## config.mk

```make
export PLATFORM = sky130hd
export DESIGN_NAME = irq_controller_flat
export DESIGN_NICKNAME = d
export VERILOG_FILES = /design/src/rtl/irq_controller_if.sv /design/src/rtl/irq_controller.sv /design/src/flat_wrapper.sv
export SDC_FILE = /design/constraint.sdc
export NUM_CORES = 1
export LEC_CHECK = 0
export ABC_AREA = 1
export ABC_CLOCK_PERIOD_IN_PS = 6500
export CAP_MARGIN = 20
export CORE_MARGIN = 4
export CORE_UTILIZATION = 54
export CTS_CLUSTER_SIZE = 40
export DETAILED_ROUTE_END_ITERATION = 10
export GPL_TIMING_DRIVEN = 1
export HOLD_SLACK_MARGIN = 0.02
export PLACE_DENSITY = 0.77
export RECOVER_POWER = 50
export SYNTH_ARGS = -nofsm -noshare
export SYNTH_HDL_FRONTEND = slang
export SYNTH_SLANG_ARGS = --single-unit
export TNS_END_PERCENT = 5
```

## constraint.sdc

```tcl
create_clock -name clk -period 6.5 [get_ports clk]
set_input_delay 0.975 -clock clk [delete_from_list [all_inputs] [get_ports clk]]
set_output_delay 0.975 -clock clk [all_outputs]
set_load 0.05 [all_outputs]
```

## src/rtl/irq_controller_if.sv

```systemverilog
// Word-addressed register port between software (master) and the interrupt controller (slave).
interface irq_controller_if;
  logic [2:0]  bus_addr;
  logic [31:0] bus_wdata;
  logic        bus_we;
  logic        bus_re;
  logic [31:0] bus_rdata;

  modport master (output bus_addr, bus_wdata, bus_we, bus_re, input bus_rdata);
  modport slave  (input bus_addr, bus_wdata, bus_we, bus_re, output bus_rdata);
endinterface

```

## src/rtl/irq_controller.sv

```systemverilog
// Machine-level interrupt controller: edge-latched external lines, 64-bit mtime/mtimecmp timer,
// fixed-priority arbitration with claim/complete, and a trap handshake FSM driving 'interrupt'.
module irq_controller #(
  parameter int N_EXT = 8
) (
  input  logic             clk,
  input  logic             rst,
  input  logic [N_EXT-1:0] ext_irq,
  irq_controller_if.slave  bus,
  input  logic             mie_global,
  input  logic             trap_taken,
  input  logic             mret,
  output logic             interrupt,
  output logic [4:0]       irq_id
);
  localparam logic [2:0] A_PENDING  = 3'd0;
  localparam logic [2:0] A_ENABLE   = 3'd1;
  localparam logic [2:0] A_CLAIM    = 3'd2;
  localparam logic [2:0] A_MTIME_LO = 3'd3;
  localparam logic [2:0] A_MTIME_HI = 3'd4;
  localparam logic [2:0] A_CMP_LO   = 3'd5;
  localparam logic [2:0] A_CMP_HI   = 3'd6;

  typedef enum logic [1:0] {IDLE, ASSERT, IN_TRAP} state_t;

  state_t           state;
  logic [N_EXT-1:0] ext_prev;
  logic [N_EXT-1:0] rise;
  logic [N_EXT-1:0] pending;
  logic [N_EXT-1:0] in_service;
  logic [N_EXT-1:0] enable_ext;
  logic [N_EXT-1:0] active;
  logic             enable_tmr;
  logic [63:0]      mtime;
  logic [63:0]      mtimecmp;
  logic             timer_pending;
  logic             timer_active;
  logic [4:0]       winner;
  logic             req;
  logic             wr;
  logic             rd;
  logic             claim_ext;
  logic [31:0]      rd_value;

  // A simultaneous read and write is treated as a write only.
  assign wr = bus.bus_we;
  assign rd = bus.bus_re && !bus.bus_we;

  assign rise          = ext_irq & ~ext_prev;
  assign timer_pending = (mtime >= mtimecmp);
  assign timer_active  = timer_pending && enable_tmr;
  assign active        = pending & enable_ext & ~in_service;
  assign req           = (|active) || timer_active;

  always_comb begin
    winner = 5'd0;
    for (int i = N_EXT - 1; i >= 0; i--) begin
      if (active[i]) winner = 5'(i + 1);
    end
    if (timer_active) winner = 5'd31;
  end

  // The timer has no pending latch, so only external winners are claimed.
  assign claim_ext = rd && (bus.bus_addr == A_CLAIM) && (winner != 5'd0) && (winner != 5'd31);

  for (genvar gi = 0; gi < N_EXT; gi++) begin : g_line
    logic pend_reg;
    logic insvc_reg;
    logic claim_hit;
    logic complete_hit;

    assign claim_hit    = claim_ext && (winner == 5'(gi + 1));
    assign complete_hit = wr && (bus.bus_addr == A_CLAIM) && (bus.bus_wdata == 32'(gi + 1));

    always_ff @(posedge clk or posedge rst) begin
      if (rst) begin
        pend_reg  <= 1'b0;
        insvc_reg <= 1'b0;
      end else begin
        if (rise[gi])       pend_reg <= 1'b1;
        else if (claim_hit) pend_reg <= 1'b0;
        if (claim_hit)         insvc_reg <= 1'b1;
        else if (complete_hit) insvc_reg <= 1'b0;
      end
    end

    assign pending[gi]    = pend_reg;
    assign in_service[gi] = insvc_reg;
  end

  always_ff @(posedge clk or posedge rst) begin
    if (rst) begin
      ext_prev   <= '0;
      enable_ext <= '0;
      enable_tmr <= 1'b0;
      mtime      <= 64'd0;
      mtimecmp   <= 64'hFFFF_FFFF_FFFF_FFFF;
      irq_id     <= 5'd0;
    end else begin
      ext_prev <= ext_irq;
      irq_id   <= winner;
      if (wr && bus.bus_addr == A_ENABLE) begin
        enable_ext <= bus.bus_wdata[N_EXT-1:0];
        enable_tmr <= bus.bus_wdata[31];
      end
      if (wr && bus.bus_addr == A_MTIME_LO)      mtime[31:0]  <= bus.bus_wdata;
      else if (wr && bus.bus_addr == A_MTIME_HI) mtime[63:32] <= bus.bus_wdata;
      else                                       mtime        <= mtime + 64'd1;
      if (wr && bus.bus_addr == A_CMP_LO) mtimecmp[31:0]  <= bus.bus_wdata;
      if (wr && bus.bus_addr == A_CMP_HI) mtimecmp[63:32] <= bus.bus_wdata;
    end
  end

  always_comb begin
    rd_value = 32'd0;
    case (bus.bus_addr)
      A_PENDING:  rd_value = {timer_pending, {(31 - N_EXT){1'b0}}, pending};
      A_ENABLE:   rd_value = {enable_tmr, {(31 - N_EXT){1'b0}}, enable_ext};
      A_CLAIM:    rd_value = {27'd0, winner};
      A_MTIME_LO: rd_value = mtime[31:0];
      A_MTIME_HI: rd_value = mtime[63:32];
      A_CMP_LO:   rd_value = mtimecmp[31:0];
      A_CMP_HI:   rd_value = mtimecmp[63:32];
      default:    rd_value = 32'd0;
    endcase
  end

  always_ff @(posedge clk or posedge rst) begin
    if (rst)             bus.bus_rdata <= 32'd0;
    else if (bus.bus_we) bus.bus_rdata <= 32'd0;
    else if (bus.bus_re) bus.bus_rdata <= rd_value;
  end

  always_ff @(posedge clk or posedge rst) begin
    if (rst) begin
      state     <= IDLE;
      interrupt <= 1'b0;
    end else begin
      case (state)
        IDLE: begin
          if (req && mie_global) begin
            state     <= ASSERT;
            interrupt <= 1'b1;
          end
        end
        ASSERT: begin
          if (trap_taken) begin
            state     <= IN_TRAP;
            interrupt <= 1'b0;
          end else if (!req || !mie_global) begin
            state     <= IDLE;
            interrupt <= 1'b0;
          end
        end
        IN_TRAP: begin
          interrupt <= 1'b0;
          if (mret) state <= IDLE;
        end
        default: begin
          state     <= IDLE;
          interrupt <= 1'b0;
        end
      endcase
    end
  end
endmodule

```

## src/flat_wrapper.sv

```systemverilog
// flat-port wrapper written by rule: the top's interface ports become plain ports
module irq_controller_flat 
#(
  parameter int N_EXT = 8
)
  (clk, rst, ext_irq, mie_global, trap_taken, mret, interrupt, irq_id, bus_bus_addr, bus_bus_wdata, bus_bus_we, bus_bus_re, bus_bus_rdata);
  irq_controller_if bus_i ();
  input  logic clk;
  input  logic rst;
  input  logic [N_EXT-1:0] ext_irq;
  input  logic mie_global;
  input  logic trap_taken;
  input  logic mret;
  output logic interrupt;
  output logic [4:0] irq_id;
  input wire logic [$bits(bus_i.bus_addr)-1:0] bus_bus_addr;
  input wire logic [$bits(bus_i.bus_wdata)-1:0] bus_bus_wdata;
  input wire logic [$bits(bus_i.bus_we)-1:0] bus_bus_we;
  input wire logic [$bits(bus_i.bus_re)-1:0] bus_bus_re;
  output wire logic [$bits(bus_i.bus_rdata)-1:0] bus_bus_rdata;
  assign bus_i.bus_addr = bus_bus_addr;
  assign bus_i.bus_wdata = bus_bus_wdata;
  assign bus_i.bus_we = bus_bus_we;
  assign bus_i.bus_re = bus_bus_re;
  assign bus_bus_rdata = bus_i.bus_rdata;
  irq_controller #(.N_EXT(N_EXT)) u_core (.clk(clk), .rst(rst), .ext_irq(ext_irq), .bus(bus_i), .mie_global(mie_global), .trap_taken(trap_taken), .mret(mret), .interrupt(interrupt), .irq_id(irq_id));
endmodule
```

== Word-level counts from Yosys, hierarchy flattened ==
Index checks and enable logic that the tools add are counted.

* Flip-flop bits (word level): 201
* Input bits: 50
* Output and inout port bits: 38
* Logic and storage cells: 175

* Add/subtract/negate cells: 1
* $lt $le $gt $ge: 1
* Equality and inequality tests: 29
* Muxes and demuxes: 56
* Bitwise logic cells: 5
* Reductions and logical operators: 56

{| class="wikitable"
|+ Operators with widths
! kind !! number
|-
| case mux 32 bit (7 select lines) || 1
|-
| 2-to-1 mux 32 bit || 5
|-
| equality test 32 x 3 -> 1 bit (second input constant) || 4
|-
| adder 64 x 1 -> 64 bit (second input constant) || 1
|-
| equality test 32 x 2 -> 1 bit (second input constant) || 2
|-
| >= comparator 64 bit || 1
|-
| 2-to-1 mux 1 bit || 35
|-
| nonzero test 2 bit || 17
|-
| equality test 32 x 1 -> 1 bit (second input constant) || 1
|-
| equality test 32 x 4 -> 1 bit (second input constant) || 1
|-
| 2-to-1 mux 4 bit || 8
|-
| logical AND 1 bit || 28
|-
| AND 8 bit || 3
|-
| equality test 5 x 3 -> 1 bit (second input constant) || 4
|-
| NOT 8 bit || 2
|-
| equality test 5 x 2 -> 1 bit (second input constant) || 2
|-
| equality test 3 bit (second input constant) || 3
|-
| 2-to-1 mux 2 bit || 4
|-
| OR reduction 8 bit || 1
|-
| equality test 3 x 2 -> 1 bit (second input constant) || 2
|-
| case mux 2 bit (3 select lines) || 1
|-
| equality test 5 x 1 -> 1 bit (second input constant) || 1
|-
| equality test 5 x 4 -> 1 bit (second input constant) || 1
|-
| 2-to-1 mux 5 bit || 1
|-
| other kinds (15) || 19
|}

== Longest topological paths before layout ==
Gate-level depths: netlist (run 1).

* Word-level depth: 17
* Depth in mapped cells: 22
* Mapped depth without buffers: 21

== Least setup slack after synthesis (run 1) ==
No wires, ideal clock.

* Path type: in2reg
* Start point: in bus_bus_addr[2]
* End point: reg u_core.mtime[34]
* Setup time: 0.130 ns
* Arrival: 2.193 ns
* Required time: 6.370 ns
* Slack: 4.177 ns
* Stages: 9
* Path buffers: 3
* Path through: buf_2 > nor3_4 > inv_2 > nor2_4 > inv_2 > buf_2 > buf_2 > o211ai_1 > o21ai_0

* Cells in the longest elaborated chain, start to end: 3
* Elaborated cells on any way between the ends: 5
* Classes of those cells: eq/ne: 2; mux: 1; reduce/logical: 2

{| class="wikitable"
|+ Ends and longest elaborated chain
! what !! line !! RTL
|-
| from (decl) || flat_wrapper.sv:16 || <nowiki>input wire logic [$bits(bus_i.bus_addr)-1:0] bus_bus_addr;</nowiki>
|-
| equality test 3 bit || irq_controller.sv:107 || <nowiki>else if (wr && bus.bus_addr == A_MTIME_HI) mtime[63:32] <= bus.bus_wdata;</nowiki>
|-
| logical AND 1 bit || irq_controller.sv:107 ||
|-
| 2-to-1 mux 32 bit || irq_controller.sv:107 ||
|-
| to (signal assigned) || irq_controller.sv:107 ||
|-
| to (signal assigned) || irq_controller.sv:108 || <nowiki>else mtime <= mtime + 64'd1;</nowiki>
|-
| to (decl) || irq_controller.sv:34 || <nowiki>logic [63:0] mtime;</nowiki>
|}

Parallel ways exist; a longest one is shown, timed or not.
A chain may end at the register's enable or synchronous reset.

==> metrics, run 1 <==
mean area per synthesized cell 7.52 um^2; Vias/cell 5.89; Sequential Power Share 0.387; clk slew on worst S/H paths 0.06 ns; HPWL after DPL 30.4 mm; Via Count 12389; MaxCap Viol Count 2; total grt overflow 0; Syn Nets 1818; Worst Setup SP rst; worst hold path type reg2reg; reg2reg start u_core.mtimecmp[63]$_DFFE_PP1P_; CP max FO 81; CP arrival 4.49 ns; Sw Pwr 1830 uW; Synth Warn # 0; Sw Ratio 0.382; largest net degree at the start of global routing 82; Worst-Margin Slew 3.62 ns; die area 0.0262 mm^2; Synth Area in Compound Gates 0.178; antenna violations before repair 0; WL/cell 19.5 um; Worst VDD drop 260 uV; DRT met1 WL 17.0 mm; Synth Flop Type dfrtp_1; uppermost layer routed met4; multi-input logic area 0.00654 mm^2; fin util 0.630; Syn Inst Count 1703; # Post-CTS Setup Buffers 0; GRT Total Usage 0.313; layout net count 1883; pre-CTS setup slack 2.18 ns; Clock Sinks 201; EDFF count, synth 0; FF+latch count, synth 201; failing checks capacitance limit, slew limit; RSZ-0062 raised after global routing no; drt initial violations 1146; Post-synth ARST share 1.00; Synth Area in Adders 0.0635; CTS resizes 0; Startpoint Class primary input; ANT cells 0; critical path type in2async; relative slew slack -1.42; Clock Power Share 0.294; CTS buffer count 24; Antenna Nets Post-Route 0; Pre-antenna DRT Iters 6; setup ws final 2.56 ns; setup tns final 0 ns; period utilization 0.606; CP Capture Type asynchronous set/reset pin; Netlist cell types 47; outcome finished with violations; Worst-Skew Late Latency 0.54 ns; PD cells 324 mW/mm^2; Leak 0.00670 uW; register area 0.00511 mm^2; worst clock skew 0.0181 ns; # setup viols final 0; register area share after synthesis 0.399; fillers 2118; clk root buf clkbuf_16; Fin. Hold Viols 0; post-synthesis mux area share 0; Comb pwr share 0.319; H-tree depth 1; Starting Density 0.547; Die Wd 162 um; Routed WL 41.1 mm; Largest regs u_core.mtime x64, u_core.mtimecmp x64, u_core.bus.bus_rdata x32; Peak Freq 254 MHz; worst endpoint required time 7.06 ns; Rows 56; share of cells above drive strength 1 0.0952; WL met2 19.7 mm; # DRC 0; GPL Wtd Cong 1.00; global-route wire length before repair 65.7 mm; number of global-route vias before repair 12064; io pins 88; # port buffers 87; met3 wire length 2.30 mm; CTS tree yes; area grow syn2layout 15.2%; Fin Hold WS 0.415 ns; Pins Over Slew Limit 147; mapped cell area 0.0128 mm^2; reg2reg setup slack 3.47 ns; Post-CTS Hold Buffers 0; Die Ht 162 um; largest family of logic cells by synthesized area simple AND/OR/NAND/NOR gates; core area 0.0234 mm^2; Pint 2950 uW; post-synthesis xor/xnor area fraction 0.0226; Simple-Gate Fraction of Synth Area 0.245; Clock Tree Buf Depth 3; Hold Startpoint u_core.ext_prev[7]$_DFF_PP0_; fin crit period 3.94 ns
## worst max-delay path, stage by stage
cell	delay (ns)
dlygate4sd3_1	0.54
clkinvlp_2	2.00
buf_4	0.88
## Yosys cell counts (all sizes together), types with 5 or more instances
cell type	instances	area share
dfstp	64	0.13
nor3	43	0.020
clkbuf	37	0.011
o21ai	219	0.086
nand2	401	0.12
a221oi	23	0.016
ha	65	0.064
nor4	15	0.0093
inv	243	0.071
nand4	35	0.019
o21bai	5	0.0029
dfrtp	137	0.27
nand3	62	0.024
nor2	129	0.045
buf	23	0.0092
o22ai	51	0.025
o211ai	18	0.011
a21oi	68	0.027
xor2	30	0.021
## cells in the final DEF (no fill, tap or decap), drive strengths merged, types with 3 or more instances in the layout
cell type | Yosys | layout
nor3b | 3 | 3
clkdlybuf4s50 | 0 | 76
bufinv | 0 | 3
clkbuf | 37 | 35
xnor2 | 3 | 3
dfstp | 64 | 64
o21bai | 5 | 5
a2111oi | 3 | 3
nand2 | 401 | 401
nor2 | 129 | 129
o211ai | 18 | 18
a21oi | 68 | 68
dlygate4sd3 | 0 | 11
nand3 | 62 | 62
o21a | 4 | 4
xor2 | 30 | 30
nand3b | 4 | 4
ha | 65 | 65
nor3 | 43 | 43
o21ai | 219 | 219
inv | 243 | 242
buf | 23 | 11
dfrtp | 137 | 137
nand4 | 35 | 35
a22oi | 3 | 3
or2 | 4 | 4
a21o | 4 | 4
o22ai | 51 | 51
a221oi | 23 | 23
nor4 | 15 | 15
clkinv | 0 | 6
## metrics by stage
| step | power [uW] | cells | cell area, um^2 |
|---|---|---|---|
| floorplan | 2860 | 1703 | 12800 |
| global placement | 3290 | 2061 | 13900 |
| detailed placement | 3350 | 2061 | 13900 |
| CTS | 4780 | 2105 | 14800 |
| global route | 5080 | 2105 | 14700 |
| finish | 4780 | 2105 | 14700 |
## logic make-up (layout without fill, tap and decap cells)
group                    after synthesis  after routing
AND/OR/NAND/NOR                      698            698
AO/OA/AOI/OAI                        403            403
buffers and inverters                303            386
flip-flops                           201            201
adder cells (fa/ha/maj)               65             65
XOR/XNOR                              33             33
## worst paths after layout
path / endpoint / depth (start not counted)
setup reg to reg: u_core.g_line[2].pend_reg$_DFFE_PP0P_ / 15
min in group asynchronous: u_core.bus.bus_rdata[7]$_DFFE_PP0P_ / 2
hold reg to reg: u_core.g_line[7].pend_reg$_DFFE_PP0P_ / 1
max in group clk: u_core.mtime[1]$_DFFE_PP0P_ / 10
setup / recovery: u_core.mtime[57]$_DFFE_PP0N_ / 3
hold / removal: u_core.g_line[7].pend_reg$_DFFE_PP0P_ / 1
## power by group through the flow
stage               clock, uW  combinational (uW)  sequential [uW]
floorplan                   0                 998             1860
global placement            0                1440             1850
detailed placement          0                1500             1850
CTS                      1430                1510             1840
global route             1480                1720             1880
finish                   1410                1520             1850
## metal layers
metal | up-vias | track usage
met5 | - | 0
met4 | 0 | 0.136
met3 | 119 | 0.0304
met2 | 504 | 0.523
met1 | 5928 | 0.419
li1 | 5838 | -
## layout make-up
type                       count  area share
clock buffer                  34      0.0467
clock inverter                10     0.00967
inverter                     243      0.0619
multi-input combinational   1199       0.443
sequential                   201       0.346
tap                          319      0.0271
timing repair buffer          99      0.0649
Power figures use the tool's default switching activity.
==> run 2, diff against run 1 <==
--- a/config.mk
+++ b/config.mk
@@ -6,7 +6,7 @@
 export NUM_CORES = 1
 export LEC_CHECK = 0
 export ABC_AREA = 1
-export ABC_CLOCK_PERIOD_IN_PS = 6500
+export ABC_CLOCK_PERIOD_IN_PS = 3500
 export CAP_MARGIN = 20
 export CORE_MARGIN = 4
 export CORE_UTILIZATION = 54
==> constraint.sdc (replaced) <==
create_clock -name clk -period 3.5 [get_ports clk]
set_input_delay 0.525 -clock clk [delete_from_list [all_inputs] [get_ports clk]]
set_output_delay 0.525 -clock clk [all_outputs]
set_load 0.05 [all_outputs]
==> run 2 against run 1 <==
Against the previous run: sequential share of layout area shrank 0.13 points; largest power group unchanged; sequential cell count did not move; register-to-register slack got worse by 2.9 ns; combinational power increased by 89%; via count about the same; worst hold slack better by 0.0046 ns; non-clock buffer count up 6; the flow still finishes with violations (capacitance limit, slew limit).
==> metrics, run 2 (same netlist as run 1, synthesis figures left out) <==
CP max FO 17; Die Wd 162 um; Sw Ratio 0.383; commonest non-fill, non-tap cell in the layout nand2_1; Pins Over Slew Limit 178; Hold Startpoint u_core.ext_prev[7]$_DFF_PP0_; ANT cells 0; CTS buffer count 24; Fin. Hold Viols 0; share of cells above drive strength 1 0.0977; Starting Density 0.547; PD cells 600 mW/mm^2; Clock Tree Buf Depth 3; # port buffers 87; CTS tree yes; Via Count 12377; number of global-route vias before repair 12233; Leak 0.00674 uW; drt initial violations 1398; Sw Pwr 3400 uW; Clock Sinks 201; die area 0.0262 mm^2; reg2reg start u_core.mtimecmp[47]$_DFFE_PP1P_; outcome finished with violations; Fin Hold WS 0.419 ns; Placed Area 0.0140 mm^2; antenna violations before repair 1; Routed WL 41.6 mm; # DRC 0; worst endpoint required time 3.92 ns; Peak Freq 333 MHz; Startpoint Class primary input; GPL Wtd Cong 1.04; Tot Pwr 8880 uW; largest net degree at the start of global routing 141; Clock Power Share 0.290; relative slew slack -0.310; Largest regs u_core.mtime x64, u_core.mtimecmp x64, u_core.bus.bus_rdata x32; Worst Setup SP bus_bus_addr[2]; area grow syn2layout 15.7%; CP arrival 3.43 ns; Vias/cell 5.86; total grt overflow 0; core area 0.0234 mm^2; global-route wire length before repair 66.8 mm; WL/cell 19.7 um; fin crit period 3.00 ns; Sequential Power Share 0.386; clk slew on worst S/H paths 0.06 ns; io pins 88; Antenna Nets Post-Route 0; Rows 56; H-tree depth 1; Comb pwr share 0.323; period utilization 0.858; CTS resizes 0; failing checks capacitance limit, slew limit; Worst VDD drop 520 uV; # Post-CTS Setup Buffers 0; worst hold path type reg2reg; # setup viols final 0; layout net count 1889; RSZ-0062 raised after global routing no; Worst-Skew Late Latency 0.53 ns; CP Capture Type flip-flop; Worst-Margin Slew 1.97 ns; HPWL after DPL 32.1 mm; Pint 5480 uW; fin util 0.633; clk root buf clkbuf_16; worst clock skew 0.0240 ns; critical path type in2reg; highest-count cells in the layout ignoring fill and taps nand2_1 (389), inv_1 (235), o21ai_0 (201); GRT Total Usage 0.318; Die Ht 162 um; Pre-antenna DRT Iters 5; Post-CTS Hold Buffers 0; MaxCap Viol Count 2; Design Area, Final 0.0148 mm^2
==> run 2: final cells by class <==
class | count | area [um^2]
Fill cell | 2150 | 8600
Multi-Input combinational cell | 1199 | 6530
Sequential cell | 201 | 5110
Timing Repair Buffer | 105 | 1020
Inverter | 243 | 916
Clock buffer | 36 | 726
Tap cell | 319 | 399
Clock inverter | 8 | 101
==> run 2: power by group through the flow <==
stage	combinational [uW]	sequential [uW]	clock [uW]
after floorplan	1850	3450	0
after global placement	2750	3430	0
after detailed placement	2830	3440	0
after CTS	2850	3410	2610
after global routing	3250	3490	2720
final	2870	3430	2580
==> run 2: critical path: stages <==
cell,delay [ns]
dlygate4sd3_1,0.71
nand2_1,0.75
o22ai_1,0.21
a2111oi_0,0.84
o21ai_0,0.21
nand2_1,0.12
nand2_1,0.05
==> run 2: per-layer routing <==
metal | vias to the layer above | wire length, um | track usage
met5 | - | 9 | 0
met4 | 2 | 1670 | 0.110
met3 | 98 | 2900 | 0.0416
met2 | 537 | 19900 | 0.540
met1 | 5901 | 17100 | 0.423
li1 | 5839 | - | -
==> run 2: final timing paths <==
path                            depth (start not counted)  slack (ns)                                    end
max in group asynchronous                               3        1.03   u_core.bus.bus_rdata[24]$_DFFE_PP0P_
worst min-delay path                                    1        0.42  u_core.g_line[7].pend_reg$_DFFE_PP0P_
min in group asynchronous                               3        1.00    u_core.bus.bus_rdata[7]$_DFFE_PP0P_
worst min register to register                          1        0.42  u_core.g_line[7].pend_reg$_DFFE_PP0P_
worst max-delay path                                    7        0.50    u_core.bus.bus_rdata[4]$_DFFE_PP0P_
worst max register to register                         13        0.60  u_core.g_line[2].pend_reg$_DFFE_PP0P_
==> run 2: stage by stage <==
step	setup TNS [ns]	worst slack, ns	cells
2_1_floorplan	0	0.425	1703
3_3_place_gp	-0.0123	-0.0123	2067
3_5_place_dp	-0.00829	-0.00829	2067
4_1_cts	0	0.563	2111
5_1_grt	0	0.401	2111
6_report	0	0.496	2111
